**src/rtl/uart_pkg.sv**
```systemverilog
// Shared UART definitions: FSM state encoding, frame geometry and line levels.
// Latency: n/a (package only).
// Backpressure: n/a (package only).
package uart_pkg;

    typedef enum logic [1:0] {
        IDLE  = 2'd0,
        START = 2'd1,
        DATA  = 2'd2,
        STOP  = 2'd3
    } uart_tx_state_t;

    localparam int   UART_DATA_BITS   = 8;
    localparam logic UART_START_LEVEL = 1'b0;
    localparam logic UART_STOP_LEVEL  = 1'b1;
    localparam logic UART_IDLE_LEVEL  = 1'b1;

endpackage

```
**src/rtl/uart_tx_byte_fifo.sv**
```systemverilog
// Generic synchronous FIFO, power-of-two depth, head entry visible on pop_dat_o.
// Latency: a pushed entry is visible (count/empty) the cycle after the push edge.
// Backpressure: full_o high refuses pushes; pushes while full and pops while empty are ignored.
// Ports: clk/resetn, push_i+push_dat_i, pop_i+pop_dat_o, count_o, full_o, empty_o.
module byte_fifo #(
    parameter int DEPTH = 4,
    parameter int WIDTH = 8
) (
    input  logic                     clk,
    input  logic                     resetn,
    input  logic                     push_i,
    input  logic [WIDTH-1:0]         push_dat_i,
    input  logic                     pop_i,
    output logic [WIDTH-1:0]         pop_dat_o,
    output logic [$clog2(DEPTH):0]   count_o,
    output logic                     full_o,
    output logic                     empty_o
);

    localparam int PW = $clog2(DEPTH);
    localparam int CW = PW + 1;

    logic [WIDTH-1:0] mem_q [DEPTH];
    logic [PW-1:0]    wr_ptr_q, wr_ptr_d;
    logic [PW-1:0]    rd_ptr_q, rd_ptr_d;
    logic [CW-1:0]    count_q, count_d;
    logic             push_ok, pop_ok;

    assign full_o    = (count_q == CW'(DEPTH));
    assign empty_o   = (count_q == '0);
    assign count_o   = count_q;
    assign pop_dat_o = mem_q[rd_ptr_q];

    assign push_ok = push_i && !full_o;
    assign pop_ok  = pop_i && !empty_o;

    // Pointers wrap naturally because DEPTH is a power of two.
    always_comb begin
        wr_ptr_d = wr_ptr_q;
        rd_ptr_d = rd_ptr_q;
        count_d  = count_q;
        if (push_ok) wr_ptr_d = wr_ptr_q + PW'(1);
        if (pop_ok)  rd_ptr_d = rd_ptr_q + PW'(1);
        case ({push_ok, pop_ok})
            2'b10:   count_d = count_q + CW'(1);
            2'b01:   count_d = count_q - CW'(1);
            default: count_d = count_q;
        endcase
    end

    always_ff @(posedge clk or negedge resetn) begin
        if (!resetn) begin
            wr_ptr_q <= '0;
            rd_ptr_q <= '0;
            count_q  <= '0;
        end else begin
            wr_ptr_q <= wr_ptr_d;
            rd_ptr_q <= rd_ptr_d;
            count_q  <= count_d;
        end
    end

    // Storage needs no reset: entries are only read when count says they are valid.
    always_ff @(posedge clk) begin
        if (push_ok) mem_q[wr_ptr_q] <= push_dat_i;
    end

endmodule

```
**src/rtl/uart_tx.sv**
```systemverilog
// Buffered 8N1 UART transmitter: byte FIFO feeding an LSB-first serialiser with back-to-back frames.
// Latency: byte accepted at edge E is popped at E+1; txd_o falls after E+1; frame is 10*CLKS_PER_BIT cycles.
// Backpressure: tx_ready_o low while the FIFO is full; no push occurs until a frame start frees a slot.
// Ports: clk/resetn, tx_data_i/tx_valid_i/tx_ready_o, txd_o, busy_o, fifo_count_o.
module uart_tx
    import uart_pkg::*;
#(
    parameter int CLKS_PER_BIT = 104,
    parameter int FIFO_DEPTH   = 4
) (
    input  logic                          clk,
    input  logic                          resetn,
    input  logic [7:0]                    tx_data_i,
    input  logic                          tx_valid_i,
    output logic                          tx_ready_o,
    output logic                          txd_o,
    output logic                          busy_o,
    output logic [$clog2(FIFO_DEPTH):0]   fifo_count_o
);

    localparam int BW = $clog2(CLKS_PER_BIT);
    localparam int IW = $clog2(UART_DATA_BITS);
    localparam logic [BW-1:0] BAUD_LOAD = BW'(CLKS_PER_BIT - 1);
    localparam logic [IW-1:0] LAST_BIT  = IW'(UART_DATA_BITS - 1);

    if (CLKS_PER_BIT < 2) begin : g_bad_clks_per_bit
        $error("uart_tx: CLKS_PER_BIT must be at least 2");
    end
    if (FIFO_DEPTH < 2 || (FIFO_DEPTH & (FIFO_DEPTH - 1)) != 0) begin : g_bad_fifo_depth
        $error("uart_tx: FIFO_DEPTH must be a power of two and at least 2");
    end

    uart_tx_state_t            state_q, state_d;
    logic [BW-1:0]             baud_q, baud_d;
    logic [IW-1:0]             bit_idx_q, bit_idx_d;
    logic [UART_DATA_BITS-1:0] shift_q, shift_d;
    logic                      txd_q, txd_d;

    logic                      fifo_push, fifo_pop, fifo_full, fifo_empty;
    logic [7:0]                fifo_dat;
    logic                      bit_done;

    assign tx_ready_o = !fifo_full;
    assign fifo_push  = tx_valid_i && tx_ready_o;
    assign bit_done   = (baud_q == '0);
    assign busy_o     = (state_q != IDLE) || !fifo_empty;
    assign txd_o      = txd_q;

    byte_fifo #(
        .DEPTH (FIFO_DEPTH),
        .WIDTH (8)
    ) u_fifo (
        .clk        (clk),
        .resetn     (resetn),
        .push_i     (fifo_push),
        .push_dat_i (tx_data_i),
        .pop_i      (fifo_pop),
        .pop_dat_o  (fifo_dat),
        .count_o    (fifo_count_o),
        .full_o     (fifo_full),
        .empty_o    (fifo_empty)
    );

    always_comb begin
        state_d   = state_q;
        baud_d    = baud_q;
        bit_idx_d = bit_idx_q;
        shift_d   = shift_q;
        fifo_pop  = 1'b0;
        txd_d     = UART_IDLE_LEVEL;

        case (state_q)
            IDLE: begin
                if (!fifo_empty) begin
                    fifo_pop = 1'b1;
                    shift_d  = fifo_dat;
                    baud_d   = BAUD_LOAD;
                    state_d  = START;
                end
            end
            START: begin
                if (bit_done) begin
                    baud_d    = BAUD_LOAD;
                    bit_idx_d = '0;
                    state_d   = DATA;
                end else begin
                    baud_d = baud_q - BW'(1);
                end
            end
            DATA: begin
                if (bit_done) begin
                    baud_d    = BAUD_LOAD;
                    shift_d   = {1'b0, shift_q[UART_DATA_BITS-1:1]};
                    bit_idx_d = bit_idx_q + IW'(1);
                    if (bit_idx_q == LAST_BIT) state_d = STOP;
                end else begin
                    baud_d = baud_q - BW'(1);
                end
            end
            STOP: begin
                if (bit_done) begin
                    // Chain straight into the next frame so queued bytes leave no idle gap.
                    if (!fifo_empty) begin
                        fifo_pop = 1'b1;
                        shift_d  = fifo_dat;
                        baud_d   = BAUD_LOAD;
                        state_d  = START;
                    end else begin
                        state_d  = IDLE;
                    end
                end else begin
                    baud_d = baud_q - BW'(1);
                end
            end
            default: state_d = IDLE;
        endcase

        // The line level is registered from the next state so it changes on the same edge as the FSM.
        case (state_d)
            START:   txd_d = UART_START_LEVEL;
            DATA:    txd_d = shift_d[0];
            STOP:    txd_d = UART_STOP_LEVEL;
            default: txd_d = UART_IDLE_LEVEL;
        endcase
    end

    always_ff @(posedge clk or negedge resetn) begin
        if (!resetn) begin
            state_q   <= IDLE;
            baud_q    <= '0;
            bit_idx_q <= '0;
            shift_q   <= '0;
            txd_q     <= UART_IDLE_LEVEL;
        end else begin
            state_q   <= state_d;
            baud_q    <= baud_d;
            bit_idx_q <= bit_idx_d;
            shift_q   <= shift_d;
            txd_q     <= txd_d;
        end
    end

endmodule

```
**config.mk**
```make
export PLATFORM = sky130hd
export DESIGN_NAME = uart_tx
export DESIGN_NICKNAME = d
export VERILOG_FILES = /design/src/rtl/uart_pkg.sv /design/src/rtl/uart_tx_byte_fifo.sv /design/src/rtl/uart_tx.sv
export SDC_FILE = /design/constraint.sdc
export NUM_CORES = 1
export LEC_CHECK = 0
export CAP_MARGIN = 20
export CORE_MARGIN = 2
export CORE_UTILIZATION = 53
export CTS_CLUSTER_SIZE = 12
export DETAILED_ROUTE_END_ITERATION = 10
export GPL_TIMING_DRIVEN = 1
export PLACE_DENSITY_LB_ADDON = 0.25
export SLEW_MARGIN = 20
export SYNTH_ARGS = -nofsm -noshare
export SYNTH_HDL_FRONTEND = slang
export SYNTH_SLANG_ARGS = --single-unit
```
**constraint.sdc**
```tcl
create_clock -name clk -period 2.2 [get_ports clk]
set_input_delay 0.44 -clock clk [delete_from_list [all_inputs] [get_ports clk]]
set_output_delay 0.44 -clock clk [all_outputs]
set_load 0.01 [all_outputs]
```
==> impl_metrics.csv <==
group,metric,value,unit
outcome,status,"finished, violations left",
outcome,violations,"negative setup slack",
routing,ant_nets,0,
layout,final_nets,291,
global_route,grt_pass1_vias,1937,
sta,setup-tns-final,-0.03255,ns
sta,slew_viol_final,0,
cts,path_clk_slew,0.08,ns
cts,clk_latency,0.34,ns
cts,cts_tree,"built",
synth,synth_commonest_cells,"32 x edfxtp_1, 27 x dfrtp_1, 24 x nand2_1, 14 x ha_1, 13 x a21oi_1",
sta,layout_min_cycle_time,2.233,ns
synth,syn-mean-instance-area,13.04,um2
routing,drt_first_iter_violations,112,
sta,fmax,447.9,MHz
synth,postSynthCellCount,219,
synth,synth-async-reset-ratio,46.67,%
synth,synth_edf_count,32,
cts,cts-hold-fix-buffers,0,
synth,synthSimpleGateAreaFrac,10.47,%
critical_path,start_kind,"flop",
floorplanning,rows,26,
floorplanning,start_util,55.55,%
floorplanning,fp.dieW,77.40,um
global_route,grt_max_degree,29,
run,maxCapViolations,0,
sta,rsz0062_at_grt,"yes",
power,ir_worst_vdd,0.0006692,V
floorplanning,coreArea,5140,um2
synth,synthAdderAreaFrac,6.836,%
synth,synth_xor_area_share,1.840,%
critical_path,end_kind,"flop",
sta,post-route-period-util,101.5,%
floorplanning,die-height,77.40,um
sta,setup_viol,1,
routing,wirelength,5.437,mm
min_path,min_from,"shift_q[4]$_DFFE_PN0P_",
cts,clock-sinks,60,
critical_path,required,2.47,ns
critical_path,cp-endpoint,"u_fifo.count_o[2]$_DFFE_PN0P_",
synth,synth_seq_area_share,58.24,%
synth,yosysUniqueCellTypes,46,
critical_path,r2r_slack,-0.03,ns
sta,fin_worst_skew,0.01115,ns
layout,nFillCells,401,
critical_path,critical_path.startpoint,"baud_q[1]$_DFF_PN0_",
critical_path,cp_max_fo,3,
floorplanning,die_area,5990,um2
min_path,hp-class,"reg2reg",
power,power.density,852.5,nW/um2
layout,final_cells,340,
routing,wl_per_cell,15.99,um
layout,multiInputGateArea,1165,um2
synth,synth_area_leaders,"edfxtp_1 34%, dfrtp_1 24%, mux4_2 6.3%, ha_1 6.1%, nand2_1 3.2%",
placement,dpl.hpwl,3.745,mm
floorplanning,boundaryPins,17,
placement,dp_cells,317,
global_route,track_usage,20.27,%
layout,drive_above_1_share,26.30,%
cts,cts_buffers,9,
power,power_frac_comb,17.7,%
synth,synth_mux_area_share,7.011,%
synth,ys_ff_latch,60,
placement,dp_slack,0.004942,ns
critical_path,r2r-end,"u_fifo.count_o[2]$_DFFE_PN0P_",
critical_path,criticalPathCategory,"reg2reg",
routing,drc,0,
synth,yosys.area.top_type_share,33.65,%
synth,synth_top_cell_by_area,"edfxtp_1",
global_route,grt_pass1_wl,9.218,mm
power,seq_power_share,48.4,%
layout,antenna_cells,0,
routing,viasPerCell,5.576,
synth,synth_nets,245,
placement,port_buffers,16,
synth,synth_top_family_by_area,"compound AO/OA/AOI/OAI gates",
global_route,antenna_found_initial,0,
synth,ys_warn_count,0,
power,netSwitchingPower,860.4,uW
critical_path,crit_arrival,2.50,ns
placement,gp_congestion,0.7868,
cts,htreeDepth,3,
synth,yosysMostFrequentCell,"edfxtp_1",
critical_path,r2r_cells,11,
power,internal_power,2145,uW
layout,syn2layout_area_growth,23.49,%
placement,postPlaceCellArea,3222,um2
sta,relSlewSlack,63.48,%
min_path,hold_path_depth,2,
layout,stdcell_area,3526,um2
routing,first_pass_iters,4,
power,power_leakage,0.001413,uW
sta,layout_setup_ws,-0.03255,ns
layout,register_area,1665,um2
synth,synth_area,2855,um2
synth,synth_top_flop_cell,"edfxtp_1",
power,clkPwrFrac,33.9,%
cts,cts-root-buf,"clkbuf_8",
critical_path,r2r_start,"baud_q[1]$_DFF_PN0_",
cts,clockBufferDepth,2,
power,switching_share,28.62,%
synth,synth-compound-area-share,13.01,%
sta,finalHoldViolCount,0,
routing,routed-via-count,1896,
global_route,overflow,0,
sta,tightest_slew,0.5478,ns
sequential cells by signal, summed over array words and instances (netlist names), 2 cells and up:
name and flops:
u_fifo.mem_q 32, shift_q 8, baud_q 7, bit_idx_q 3, u_fifo.count_o 3, state_q 2, u_fifo.rd_ptr_q 2, u_fifo.wr_ptr_q 2
worst min path at each step:
stage	slack (ns)	to
5_1_grt	0.50	shift_q[5]$_DFFE_PN0P_
2_1_floorplan	0.14	baud_q[0]$_DFF_PN0_
3_5_place_dp	0.46	shift_q[4]$_DFFE_PN0P_
6_report	0.47	shift_q[4]$_DFFE_PN0P_
4_1_cts	0.47	shift_q[4]$_DFFE_PN0P_
3_3_place_gp	0.46	shift_q[5]$_DFFE_PN0P_
worst max-delay path, cell delays in order, from the launching register on:
cell and delay [ns]:
dfrtp_1 0.40, inv_1 0.09, ha_1 0.15, nor2b_4 0.18, a31oi_4 0.12, nor3_4 0.23, ha_2 0.22, inv_2 0.04
fa_2 0.32, xor2_1 0.14, nor2_1 0.12, xor2_1 0.14
logic make-up (layout without fill, tap and decap cells):
logic type	Yosys count	in the layout
simple gates	58	58
buf+inv	18	69
compound gates	52	52
mux	10	10
xor+xnor	6	6
fa+ha+maj	15	15
flops	60	60
cell usage in the layout, fill, tap and decap left out, drive strengths merged, types with 3 or more instances in the layout:
cell	n
edfxtp	32
dfrtp	27
buf	26
nand2	26
clkdlybuf4s50	15
inv	15
ha	14
a21oi	13
o21ai	12
nor2	11
clkbuf	9
mux4	8
a22oi	7
nor3	6
o22a	4
and3	4
xnor2	3
xor2	3
per-stage QoR:
stage | power, uW | utilization, % | hold slack [ns]
after global routing | 3150 | 68.60 | 0.4961
final | 3006 | 68.60 | 0.4692
after floorplan | 1741 | - | 0.1444
after global placement | 1955 | 62.68 | 0.4554
after detailed placement | 1977 | 62.68 | 0.4587
after CTS | 3019 | 67.09 | 0.4740
power groups by stage:
stage	combinational [uW]	clock (uW)	sequential, uW
after global routing	589	1090	1470
after global placement	493	0	1460
final	531	1020	1460
after floorplan	282	0	1460
after detailed placement	508	0	1470
after CTS	521	1040	1460
area by class of cell:
cell class | count | area share (%)
inverter | 11 | 1.171
tap | 70 | 2.484
timing repair buffer | 42 | 10.26
multi-input combinational | 141 | 33.04
sequential | 60 | 47.23
clock buffer | 9 | 3.513
clock inverter | 7 | 2.307
per-layer routing:
layer  part of all wire, %  track usage [%]  wire length (um)  up-vias
li1                      -                -                 -      908
met1                    44            25.58              2393      932
met2                    49            33.04              2675       46
met3                   5.0            5.814               274       10
met4                   1.7            8.393                93        0
met5                     0                0                 0        -
timing repair:
item | CTS | global route
pin swaps | 0 | 6
cloned | 0 | 0
gates resized for setup | 4 | 8
buffers inserted | 1 | 6
endpoints found under the setup margin | 2 | 2
Power figures use the tool's default switching activity.
